### src/rtl/lc3_pkg.sv
// Shared LC-3 types and helpers for the branch-condition path.
package lc3_pkg;

    localparam int unsigned ADDR_W = 16;
    localparam int unsigned OFF_W  = 9;
    localparam int unsigned MASK_W = 3;

    typedef enum logic [1:0] {
        IDLE = 2'd0,
        EVAL = 2'd1,
        DONE = 2'd2
    } cc_state_t;

    localparam logic [MASK_W-1:0] NZP_NEG  = 3'b100;
    localparam logic [MASK_W-1:0] NZP_ZERO = 3'b010;
    localparam logic [MASK_W-1:0] NZP_POS  = 3'b001;

    // Sign-extend a 9-bit PC offset to a 16-bit address.
    function automatic logic [ADDR_W-1:0] sext9_16(input logic [OFF_W-1:0] off);
        return {{(ADDR_W-OFF_W){off[OFF_W-1]}}, off};
    endfunction

endpackage

### src/rtl/nzp_reg.sv
// Condition-code register: classifies the bus value on a load and holds one-hot NZP.
module nzp_reg
    import lc3_pkg::*;
#(
    parameter int unsigned DATA_W = 16
) (
    input  logic                Clk,
    input  logic                Reset,
    input  logic                i_ld,
    input  logic [DATA_W-1:0]   i_bus,
    output logic [MASK_W-1:0]   o_nzp
);

    logic [MASK_W-1:0] r_nzp;
    logic [MASK_W-1:0] w_nzp_n;

    always_comb begin
        w_nzp_n = NZP_POS;
        if (i_bus[DATA_W-1])
            w_nzp_n = NZP_NEG;
        else if (i_bus == '0)
            w_nzp_n = NZP_ZERO;
    end

    always_ff @(posedge Clk) begin
        if (Reset)
            r_nzp <= '0;
        else if (i_ld)
            r_nzp <= w_nzp_n;
    end

    assign o_nzp = r_nzp;

endmodule

### src/rtl/nzp_cc_unit.sv
// LC-3 condition-code producer: holds NZP and resolves BR enable/target via a 3-state FSM.
module nzp_cc_unit
    import lc3_pkg::*;
#(
    parameter int unsigned DATA_W = 16,
    parameter int unsigned CNT_W  = 8
) (
    input  logic                Clk,
    input  logic                Reset,
    input  logic                LD_CC,
    input  logic [DATA_W-1:0]   Bus,
    input  logic                Eval_Req,
    input  logic [ADDR_W-1:0]   IR,
    input  logic [ADDR_W-1:0]   PC,
    output logic                N,
    output logic                Z,
    output logic                P,
    output logic                Eval_Ack,
    output logic                Ben,
    output logic [ADDR_W-1:0]   Target,
    output logic [CNT_W-1:0]    Br_Count,
    output logic [CNT_W-1:0]    Taken_Count
);

    localparam logic [CNT_W-1:0] CNT_MAX = {CNT_W{1'b1}};

    cc_state_t          r_state;
    cc_state_t          w_state_n;
    logic               w_capture;
    logic               w_eval;

    logic [MASK_W-1:0]  w_nzp;
    logic [MASK_W-1:0]  r_mask;
    logic [OFF_W-1:0]   r_off9;
    logic [ADDR_W-1:0]  r_pc;
    logic               w_ben_n;
    logic [ADDR_W-1:0]  w_tgt_n;

    logic               r_eval_ack;
    logic               r_ben;
    logic [ADDR_W-1:0]  r_target;
    logic [CNT_W-1:0]   r_br_count;
    logic [CNT_W-1:0]   r_taken_count;

    logic               w_unused_ir;
    assign w_unused_ir = ^IR[ADDR_W-1:12];

    nzp_reg #(
        .DATA_W (DATA_W)
    ) u_nzp_reg (
        .Clk    (Clk),
        .Reset  (Reset),
        .i_ld   (LD_CC),
        .i_bus  (Bus),
        .o_nzp  (w_nzp)
    );

    always_ff @(posedge Clk) begin
        if (Reset)
            r_state <= IDLE;
        else
            r_state <= w_state_n;
    end

    always_comb begin
        w_state_n = r_state;
        w_capture = 1'b0;
        w_eval    = 1'b0;
        case (r_state)
            IDLE: begin
                if (Eval_Req) begin
                    w_capture = 1'b1;
                    w_state_n = EVAL;
                end
            end
            EVAL: begin
                w_eval    = 1'b1;
                w_state_n = DONE;
            end
            DONE:    w_state_n = IDLE;
            default: w_state_n = IDLE;
        endcase
    end

    always_ff @(posedge Clk) begin
        if (Reset) begin
            r_mask <= '0;
            r_off9 <= '0;
            r_pc   <= '0;
        end else if (w_capture) begin
            r_mask <= IR[11:9];
            r_off9 <= IR[8:0];
            r_pc   <= PC;
        end
    end

    // NZP is read as registered, so an LD_CC during EVAL does not affect this branch.
    assign w_ben_n = |(r_mask & w_nzp);
    assign w_tgt_n = r_pc + sext9_16(r_off9);

    always_ff @(posedge Clk) begin
        if (Reset) begin
            r_eval_ack    <= 1'b0;
            r_ben         <= 1'b0;
            r_target      <= '0;
            r_br_count    <= '0;
            r_taken_count <= '0;
        end else begin
            r_eval_ack <= w_eval;
            if (w_eval) begin
                r_ben    <= w_ben_n;
                r_target <= w_tgt_n;
                if (r_br_count != CNT_MAX)
                    r_br_count <= r_br_count + CNT_W'(1);
                if (w_ben_n && (r_taken_count != CNT_MAX))
                    r_taken_count <= r_taken_count + CNT_W'(1);
            end
        end
    end

    assign {N, Z, P}   = w_nzp;
    assign Eval_Ack    = r_eval_ack;
    assign Ben         = r_ben;
    assign Target      = r_target;
    assign Br_Count    = r_br_count;
    assign Taken_Count = r_taken_count;

endmodule
### config.mk
export PLATFORM = sky130hd
export DESIGN_NAME = nzp_cc_unit
export DESIGN_NICKNAME = d
export VERILOG_FILES = /design/src/rtl/lc3_pkg.sv /design/src/rtl/nzp_reg.sv /design/src/rtl/nzp_cc_unit.sv
export SDC_FILE = /design/constraint.sdc
export NUM_CORES = 1
export LEC_CHECK = 0
export ABC_AREA = 0
export CAP_MARGIN = 25
export CORE_MARGIN = 2
export CORE_UTILIZATION = 49
export DETAILED_ROUTE_END_ITERATION = 10
export DONT_BUFFER_PORTS = 1
export PLACE_DENSITY = 0.65
export SLEW_MARGIN = 30
export SYNTH_ARGS = -nofsm -noshare
export SYNTH_HDL_FRONTEND = slang
export SYNTH_SLANG_ARGS = --single-unit
### constraint.sdc
create_clock -name Clk -period 2 [get_ports Clk]
set_input_delay 0.4 -clock Clk [delete_from_list [all_inputs] [get_ports Clk]]
set_output_delay 0.4 -clock Clk [all_outputs]
set_load 0.03 [all_outputs]
==> results of run 1 <==
## critical path, stage by stage, from the launching register on
cell and delay, ps:
dfxtp_2 340, ha_4 160, buf_4 120, buf_4 140, a21o_1 200, nand4_1 140
a211oi_1 100, or3_1 340, a311o_1 310
## cell usage in the layout, fill, tap and decap left out, types with 2 or more instances in the layout
cell and instances:
nor2_1 29, nand2b_1 2, ha_4 3, o31a_1 2, buf_4 32, o211ai_1 4, o21ai_1 2, o21bai_1 2
and4_1 3, a31oi_1 3, o21ai_0 7, a21oi_2 4, inv_1 5, a21oi_1 44, a21o_1 7, a211oi_1 4
xor2_1 13, ha_1 13, and2_1 2, nand2_1 82, and3_1 6, clkbuf_8 10, dfxtp_2 3, nor4_1 5
nand3_1 7, nand3b_1 5, dfxtp_1 64, clkinv_2 2, xnor2_1 5, nand4_1 10, mux2i_1 6
## cell type report
| type | instances | area share (%) |
|---|---|---|
| multi-input cells | 299 | 50.6 |
| inverters | 5 | 0.493 |
| clock inverters | 3 | 1.05 |
| flip-flops and latches | 67 | 35.3 |
| well taps | 77 | 2.53 |
| clock buffers | 11 | 3.71 |
| repair buffers | 32 | 6.31 |
## what timing repair did
action / CTS / global route
setup endpoints to repair: 3 / 7
gates resized for setup: 3 / 19
pin swaps: 3 / 11
gates cloned: 0 / 0
setup buffers: 0 / 3
## flip-flops by register name, indices dropped and copies added, names as in the netlist
name,flops
r_off9,9
Target,16
Taken_Count,8
r_state,2
u_nzp_reg.o_nzp,3
Br_Count,8
Eval_Ack,1
r_pc,16
Ben,1
r_mask,3
## metrics by stage
stage / setup TNS (ps) / instance area [um2] / worst slack, ps / util (%) / std cells
floorplan: 0 / 3260 / 42.3 / - / 388
global placement: -226 / 3500 / -127 / 54.9 / 477
detailed placement: -266 / 3500 / -154 / 54.9 / 477
CTS: 0 / 3700 / 10.3 / 57.9 / 491
global route: -161 / 3810 / -58.4 / 59.7 / 494
finish: 0 / 3810 / 32.9 / 59.7 / 494
## routing by layer
metal | vias up | global-route usage [%] | share of wire [%]
li1 | 1433 | - | -
met4 | 0 | 8.08 | 0.61
met2 | 70 | 31.5 | 46
met1 | 1285 | 28.4 | 47
met3 | 5 | 5.68 | 6.0
met5 | - | 0 | 0
## power groups by stage
stage | sequential [W] | combinational (W) | clock, W
2_1_floorplan | 0.00149 | 0.000239 | 0
3_3_place_gp | 0.00149 | 0.000319 | 0
3_5_place_dp | 0.00149 | 0.000324 | 0
4_1_cts | 0.00146 | 0.000328 | 0.00109
5_1_grt | 0.00147 | 0.000390 | 0.00115
6_report | 0.00147 | 0.000346 | 0.00106
## worst min path at each step
stage | slack (ps) | end | cells after the start | startpoint
after floorplan | 440 | r_mask[1]$_SDFFE_PP0P_ | 2 | r_mask[1]$_SDFFE_PP0P_
after global placement | 440 | r_pc[3]$_SDFFE_PP0P_ | 2 | r_pc[3]$_SDFFE_PP0P_
after detailed placement | 440 | r_mask[2]$_SDFFE_PP0P_ | 2 | r_mask[2]$_SDFFE_PP0P_
after CTS | 120 | Target[7]$_SDFFE_PP0P_ | 1 | Reset
after global routing | 120 | Br_Count[5]$_SDFFE_PP0P_ | 1 | Reset
final | 140 | Br_Count[7]$_SDFFE_PP0P_ | 1 | Reset
## kinds of logic after synthesis
logic type / Yosys count
AND/OR/NAND/NOR: 158
multiplexers: 6
buffers and inverters: 22
XOR/XNOR: 18
AO/OA/AOI/OAI: 99
flip-flops: 67
adder cells (fa/ha/maj): 18
==> results.cfg, run 1 <==
[layout]
multi_input_comb_area_um2 = 1930
layout.nets = 484
nFillCells = 599
fraction_of_layout_cells_with_a_size_suffix_above_1_pct = 16.5
area_delta_synth_final_pct = 17.1
insertedDiodeCount = 0
sequential_cell_area_um2 = 1350

[power]
power.share.switching_pct = 26.1
design_power_total_w = 0.00288
comb_power_share_pct = 12.0
power_per_cell_area_nw_per_um2 = 755
cellInternalPower_w = 0.00213
power.share.sequential_pct = 51.0
p_clk_share_pct = 37.0
static-leakage-power_nw = 1.57
net_load_switching_power_w = 0.000750
peakVddDrop_uv = 390

[routing]
route.final.wire_length_mm = 7.59
drtPass1Iterations = 4
drt_drc_violations_left = 0
avgRoutedWirePerCell_um = 15.4
iteration_0_drc_count_of_the_detailed_router = 129
route.vias.total = 2793
ant_nets = 0
avgViaCountPerCell = 5.65

[synthesis]
synth_async_sr_flop_share_pct = 0
dominantRegCellSynth = dfxtp_1
top_cells_by_count_synth = nand2_1, dfxtp_1, a21oi_1
synth_xor_area_share_pct = 4.84
yosys.area_share.simple_pct = 22.1
library_cells_used_by_synthesis = 52
synth-adder-area-share_pct = 7.15
synth.net_count = 458
mux_share_of_post_synthesis_cell_area_pct = 1.85
synth_edf_count = 0
yosys.area.top_type_share_pct = 41.2
yosys_warnings = 0
ys_seq_elements = 67
synth.avg_cell_area_um2 = 8.39
yosysTopAreaCell = dfxtp_1
synth.most_common_cell = nand2_1
combinational_family_with_the_most_area_after_synthesis = simple AND/OR/NAND/NOR gates
ys_seq_area_share_pct = 41.2
syn-cell-area_um2 = 3250
yosys-top-cells-area = dfxtp_1, nand2_1, a21oi_1, ha_1, xor2_1
synth_cells = 388
synth-compound-area-share_pct = 20.2

[global_route]
grt_usage_pct = 20.8
grt_start_max_net_pins = 66
grt_pass1_wl_mm = 12.1
global_route.overflow_total = 0
first_global_vias = 2551
antenna_found_initial = 0

[clocking]
holdBufCountCts = 0
htree_num_levels = 3
cts.sink_count = 67
cts_made_buffers = 9
clockBufferDepth = 2
insertion_delay_ps = 340
tritoncts = done
clk_transition_reported_paths_ps = 70
cts.root.buffer_cell = clkbuf_8

[floorplan]
std_cell_rows = 29
starting_density_of_the_core_pct = 51.0
fp.dieH_um = 85.5
io_pins = 89
die_area_um2 = 7310
fp.dieW_um = 85.5
placeableCoreArea_um2 = 6390

[sta]
final-max-slew-violation-count = 0
holdWs_ps = 136
finalWorstPathRequiredPeriod_ps = 1970
layout_worst_path_cycle_share_pct = 98.4
final-hold-violation-count = 0
fin_skew_ps = 10.8
setup_viol = 0
unrepaired_setup_endpoints_after_global_routing = true
max_clock_freq_ghz = 0.508
worst_slew_pin_slew_ps = 678
relSlewSlack_pct = 54.8

[outcome]
status = complete, no violations

[worst_setup_path]
critical_path.max_fanout = 3
crit-reg2reg-capture = Target[13]$_SDFFE_PP0P_
critical_path_startpoint = r_off9[0]$_SDFFE_PP0P_
reg2reg_slack_ps = 30
arrival_worst_endpoint_ps = 2180
timing.setup.critical_path_class = reg2reg
critPathCaptureType = flop
crit_path_required_time_ps = 2220
setup.worst_path.end = Target[13]$_SDFFE_PP0P_
reg2reg_depth = 8
r2r_start = r_off9[0]$_SDFFE_PP0P_
cp-start-kind = flop

[placement]
gpl.final_weighted_congestion = 0.855
hpwlAfterDp_mm = 5.47
port_buffers = 0

[min_path]
timing.hold.worst.class = in2reg

[run]
drv.max_cap_violation_count = 0
Power figures use the tool's default switching activity.
==> run 2, diff against run 1 <==
Settings changed: ABC_AREA 0 to 1, CTS_CLUSTER_SIZE from default to 40.
==> run 2 against run 1 <==
Against the previous run: final area grew 2.3%; flip-flop and latch count is the same; cell count grew 30%; critical path depth grew 1; largest power group unchanged; critical path type unchanged; maximum frequency grew 7.8%.
==> results.cfg, run 2 <==
[outcome]
status = complete, no violations

[floorplan]
die_area_um2 = 7900
std_cell_rows = 30
placeableCoreArea_um2 = 6870
fp.dieH_um = 88.9
io_pins = 89
starting_density_of_the_core_pct = 51.4
fp.dieW_um = 88.9

[synthesis]
synth.most_common_cell = nand2_1
top_cells_by_count_synth = nand2_1, nor2_1, inv_1
yosys.area.top_type_share_pct = 38.0
yosys-top-cells-area = dfxtp_1, nand2_1, nor2_1, inv_1, ha_1
syn-cell-area_um2 = 3530
synth.net_count = 604
ys_seq_area_share_pct = 38.0
synth_async_sr_flop_share_pct = 0
synth_cells = 534
yosys_warnings = 0
synth_edf_count = 0
synth.avg_cell_area_um2 = 6.61
ys_seq_elements = 67
dominantRegCellSynth = dfxtp_1
library_cells_used_by_synthesis = 33
yosysTopAreaCell = dfxtp_1

[power]
peakVddDrop_uv = 484
power_per_cell_area_nw_per_um2 = 821
static-leakage-power_nw = 1.92

[worst_setup_path]
timing.setup.critical_path_class = reg2reg
cp-start-kind = flop
crit_path_required_time_ps = 2230
reg2reg_depth = 9
r2r_start = r_off9[0]$_SDFFE_PP0P_
crit-reg2reg-capture = Target[8]$_SDFFE_PP0P_
arrival_worst_endpoint_ps = 2060
setup.worst_path.end = Target[8]$_SDFFE_PP0P_
critical_path_startpoint = r_off9[0]$_SDFFE_PP0P_
critical_path.max_fanout = 3
reg2reg_slack_ps = 170
critPathCaptureType = flop

[placement]
port_buffers = 0
hpwlAfterDp_mm = 5.56
placement.setup.worst_slack_ps = 183
gpl.final_weighted_congestion = 0.820

[global_route]
antenna_found_initial = 0
grt_pass1_wl_mm = 12.5
global_route.overflow_total = 0
first_global_vias = 2853
grt_usage_pct = 20.2
grt_start_max_net_pins = 46

[layout]
area_delta_synth_final_pct = 10.4
insertedDiodeCount = 0
nFillCells = 718
layout_common_cells = nand2_1, nor2_1, inv_1
fraction_of_layout_cells_with_a_size_suffix_above_1_pct = 7.30
commonest_non_fill_non_tap_cell_in_the_layout = nand2_1
layout.nets = 613

[clocking]
post_cts.resized_instances = 0
clockBufferDepth = 2
cts.root.buffer_cell = clkbuf_8
holdBufCountCts = 0
post_cts_buffers = 0
tritoncts = done
insertion_delay_ps = 340
cts.sink_count = 67
htree_num_levels = 3
clk_transition_reported_paths_ps = 80
cts_made_buffers = 9

[run]
drv.max_cap_violation_count = 0

[routing]
avgViaCountPerCell = 4.83
drtPass1Iterations = 4
iteration_0_drc_count_of_the_detailed_router = 85
drt_drc_violations_left = 0
avgRoutedWirePerCell_um = 11.6
ant_nets = 0
route.final.wire_length_mm = 7.44
route.vias.total = 3111

[sta]
worst_slew_pin_slew_ps = 416
max_clock_freq_ghz = 0.548
unrepaired_setup_endpoints_after_global_routing = false
final-max-slew-violation-count = 0
holdWs_ps = 126
layout_worst_path_cycle_share_pct = 91.3
setup-tns-final_ps = 0
final-hold-violation-count = 0
post-route-worst-setup-slack_ps = 175
setup_viol = 0
finalWorstPathRequiredPeriod_ps = 1830
fin_skew_ps = 9.45
relSlewSlack_pct = 72.2

[min_path]
timing.hold.worst.class = in2reg
run 2: routing by layer:
layer,wire length [um],track usage (%),up-vias
met5,0,0,-
met4,96,7.44,0
met3,475,5.04,9
met2,3130,30.9,69
met1,3740,27.6,1342
li1,-,-,1691
run 2: cells by family (layout without fill, tap and decap cells):
logic type	after synthesis	in the layout	share of synthesized area, %
adders and majority gates	18	18	6.60
and+or+nand+nor	285	285	33.5
buffers and inverters	87	101	9.57
AOI/OAI and AO/OA	69	69	10.3
DFF	67	67	38.0
xor gates and xnor gates	8	8	1.99
run 2: worst min path at each step:
stage                                        to  slack, ps  cells after the start             startpoint
after global placement         Ben$_SDFFE_PP0P_        470                      1                  Reset
after CTS                      Ben$_SDFFE_PP0P_        110                      1                  Reset
after floorplan           r_pc[10]$_SDFFE_PP0P_        470                      2  r_pc[10]$_SDFFE_PP0P_
after global routing           Ben$_SDFFE_PP0P_        110                      1                  Reset
after detailed placement       Ben$_SDFFE_PP0P_        480                      1                  Reset
final                          Ben$_SDFFE_PP0P_        130                      1                  Reset
run 2: per-stage QoR:
stage / instances / utilization [%] / instance area, um2 / power [W]
finish: 644 / 56.7 / 3900 / 0.00320
detailed placement: 628 / 53.6 / 3680 / 0.00201
CTS: 644 / 56.7 / 3900 / 0.00323
global route: 644 / 56.7 / 3900 / 0.00338
floorplan: 534 / - / 3530 / 0.00191
global placement: 628 / 53.6 / 3680 / 0.00200
run 2: final cells by class:
| class | count | area (um2) | share of cell area [%] |
|---|---|---|---|
| repair buffers | 13 | 97.6 | 2.50 |
| flip-flops and latches | 67 | 1340 | 34.4 |
| well taps | 96 | 120 | 3.08 |
| clock inverters | 6 | 90.1 | 2.31 |
| multi-input cells | 380 | 1850 | 47.5 |
| clock buffers | 10 | 128 | 3.28 |
| inverters | 72 | 270 | 6.94 |
run 2: where the power goes:
group	total [W]	switching [W]	internal (W)
logic	0.000453	0.000288	0.000165
registers	0.00153	0.000111	0.00142
clock network	0.00122	0.000513	0.000704
run 2: critical path, stage by stage (launching register included):
cell and delay (ps):
dfxtp_1 320, ha_1 220, fa_1 420, nand3_1 110, nand3_1 130, a21oi_1 180, xor2_1 170, nand2_1 80
nand2_1 60, inv_1 30
==> run 3, diff against run 2 <==
Settings changed: PLACE_DENSITY 0.65 to 0.63.
Clock period 2 ns to 2.2 ns, I/O delays scaled along.
==> run 3 against run 2 <==
Against the previous run: maximum frequency hardly changed; largest cell class unchanged; core utilization down 0.62 points; global-route usage is 0.61 points higher; via count fell by 0.93%; total power fell by 10%; combinational power down 9.1%; largest power group unchanged; clock skew grew 1.1 ps.
==> results.cfg, run 3 (same netlist as run 2, synthesis figures left out) <==
[routing]
avgViaCountPerCell = 4.82
iteration_0_drc_count_of_the_detailed_router = 98
route.final.wire_length_mm = 7.54
ant_nets = 0
avgRoutedWirePerCell_um = 11.8
drt_drc_violations_left = 0
drtPass1Iterations = 4
route.vias.total = 3082

[clocking]
cts.root.buffer_cell = clkbuf_8
holdBufCountCts = 0
insertion_delay_ps = 340
post_cts_buffers = 0
post_cts.resized_instances = 0
cts_made_buffers = 9
tritoncts = done
htree_num_levels = 3
clockBufferDepth = 2
clk_transition_reported_paths_ps = 80
cts.sink_count = 67

[floorplan]
fp.dieW_um = 88.9
std_cell_rows = 30
die_area_um2 = 7900
fp.dieH_um = 88.9
placeableCoreArea_um2 = 6870
io_pins = 89
starting_density_of_the_core_pct = 51.4

[layout]
commonest_non_fill_non_tap_cell_in_the_layout = nand2_1
layout_common_cells = nand2_1, nor2_1, inv_1
layout.nets = 608
insertedDiodeCount = 0
area_delta_synth_final_pct = 9.22
post_layout_nonfiller_instances = 639
fraction_of_layout_cells_with_a_size_suffix_above_1_pct = 6.63
nFillCells = 701

[power]
power.share.switching_pct = 29.4
power.share.sequential_pct = 48.6
static-leakage-power_nw = 1.88
peakVddDrop_uv = 428
net_load_switching_power_w = 0.000842
comb_power_share_pct = 14.4
cellInternalPower_w = 0.00202
p_clk_share_pct = 37.1
power_per_cell_area_nw_per_um2 = 743

[global_route]
antenna_found_initial = 0
global_route.peak_usage_layer = met2
grt_use_met1_pct = 29.7
global_route.overflow_total = 0
grtUsageMet2_pct = 30.7
first_global_vias = 2917
grt_pass1_wl_mm = 12.9
grt_usage_pct = 20.8
use_met3_pct = 4.38
grt_start_max_net_pins = 30

[worst_setup_path]
crit_path_max_incr_delay_ps = 420
crit_path_required_time_ps = 2440
critPathCaptureType = flop
critical_path.max_fanout = 3
timing.setup.critical_path_class = reg2reg
ordered_cell_list_for_the_critical_path = ha_1, fa_1, nand3_1, nand3_1, a21oi_1, xor2_1, nand2_1, nand2_1, inv_1
arrival_worst_endpoint_ps = 2070
cp-start-kind = flop
crit_slowest_cell = fa_1

[sta]
fin_skew_ps = 10.5
final-hold-violation-count = 0
relSlewSlack_pct = 46.1
worst_slew_pin_slew_ps = 808
layout_worst_path_cycle_share_pct = 83.0
max_clock_freq_ghz = 0.548
unrepaired_setup_endpoints_after_global_routing = false
final-max-slew-violation-count = 0
setup-tns-final_ps = 0
finalWorstPathRequiredPeriod_ps = 1830
setup_viol = 0

[outcome]
status = complete, no violations

[placement]
numPlacedInstances = 623
port_buffers = 0
gpl.final_weighted_congestion = 0.817
hpwlAfterDp_mm = 5.54

[min_path]
timing.hold.worst.class = in2reg

[run]
drv.max_cap_violation_count = 0
==> run 3: cell count changes in the layout (fill, tap and decap cells not counted), sizes merged <==
cell,delta
clkbuf,+1
clkinv,-2
bufinv,-1
buf,-5
clkinvlp,+2
==> run 3: final cells by class <==
| cell class | count | area [um2] | area share [%] |
|---|---|---|---|
| repair buffers | 8 | 60.1 | 1.56 |
| inverters | 72 | 270 | 7.01 |
| clock inverters | 5 | 61.3 | 1.59 |
| flip-flops and latches | 67 | 1340 | 34.8 |
| multi-input cells | 380 | 1850 | 48.0 |
| clock buffers | 11 | 151 | 3.93 |
| well taps | 96 | 120 | 3.12 |
==> run 3: worst paths after layout <==
check | startpoint | end | slack (ps) | cells after the start
worst max register to register | r_off9[0]$_SDFFE_PP0P_ | Target[8]$_SDFFE_PP0P_ | 370 | 9
worst min register to register | r_pc[8]$_SDFFE_PP0P_ | r_pc[8]$_SDFFE_PP0P_ | 520 | 2
worst max-delay path | r_off9[0]$_SDFFE_PP0P_ | Target[8]$_SDFFE_PP0P_ | 370 | 9
worst min-delay path | Reset | u_nzp_reg.o_nzp[0]$_SDFFE_PP0P_ | 160 | 1
==> run 3: power groups by stage <==
stage / clock network, W / logic (W) / registers, W
6_report: 0.00106 / 0.000412 / 0.00139
4_1_cts: 0.00108 / 0.000413 / 0.00139
5_1_grt: 0.00114 / 0.000486 / 0.00140
3_3_place_gp: 0 / 0.000401 / 0.00142
2_1_floorplan: 0 / 0.000328 / 0.00141
3_5_place_dp: 0 / 0.000409 / 0.00142
==> run 3: critical path, delay by kind of cell, from the launching register on <==
family	cells	cell delay, ps
flip-flops	1	330
AO/OA/AOI/OAI	1	190
adder cells (fa/ha/maj)	2	640
AND/OR/NAND/NOR	4	360
buffers and inverters	1	30
XOR/XNOR	1	170
==> run 3: routing by layer <==
| layer | part of all wire, % | wire (um) |
|---|---|---|
| met1 | 54 | 4060 |
| met2 | 40 | 3000 |
| met3 | 5.0 | 378 |
| met4 | 1.3 | 99 |
| met5 | 0 | 0 |
==> run 3: through the flow <==
step / utilization (%) / setup WS [ps] / hold WS, ps / area [um2] / total power [W]
after floorplan: - / 540 / 467 / 3530 / 0.00174
after global placement: 53.0 / 375 / 488 / 3640 / 0.00182
after detailed placement: 53.0 / 392 / 493 / 3640 / 0.00183
after CTS: 56.1 / 374 / 144 / 3850 / 0.00289
after global routing: 56.1 / 111 / 141 / 3850 / 0.00302
final: 56.1 / 374 / 161 / 3850 / 0.00287
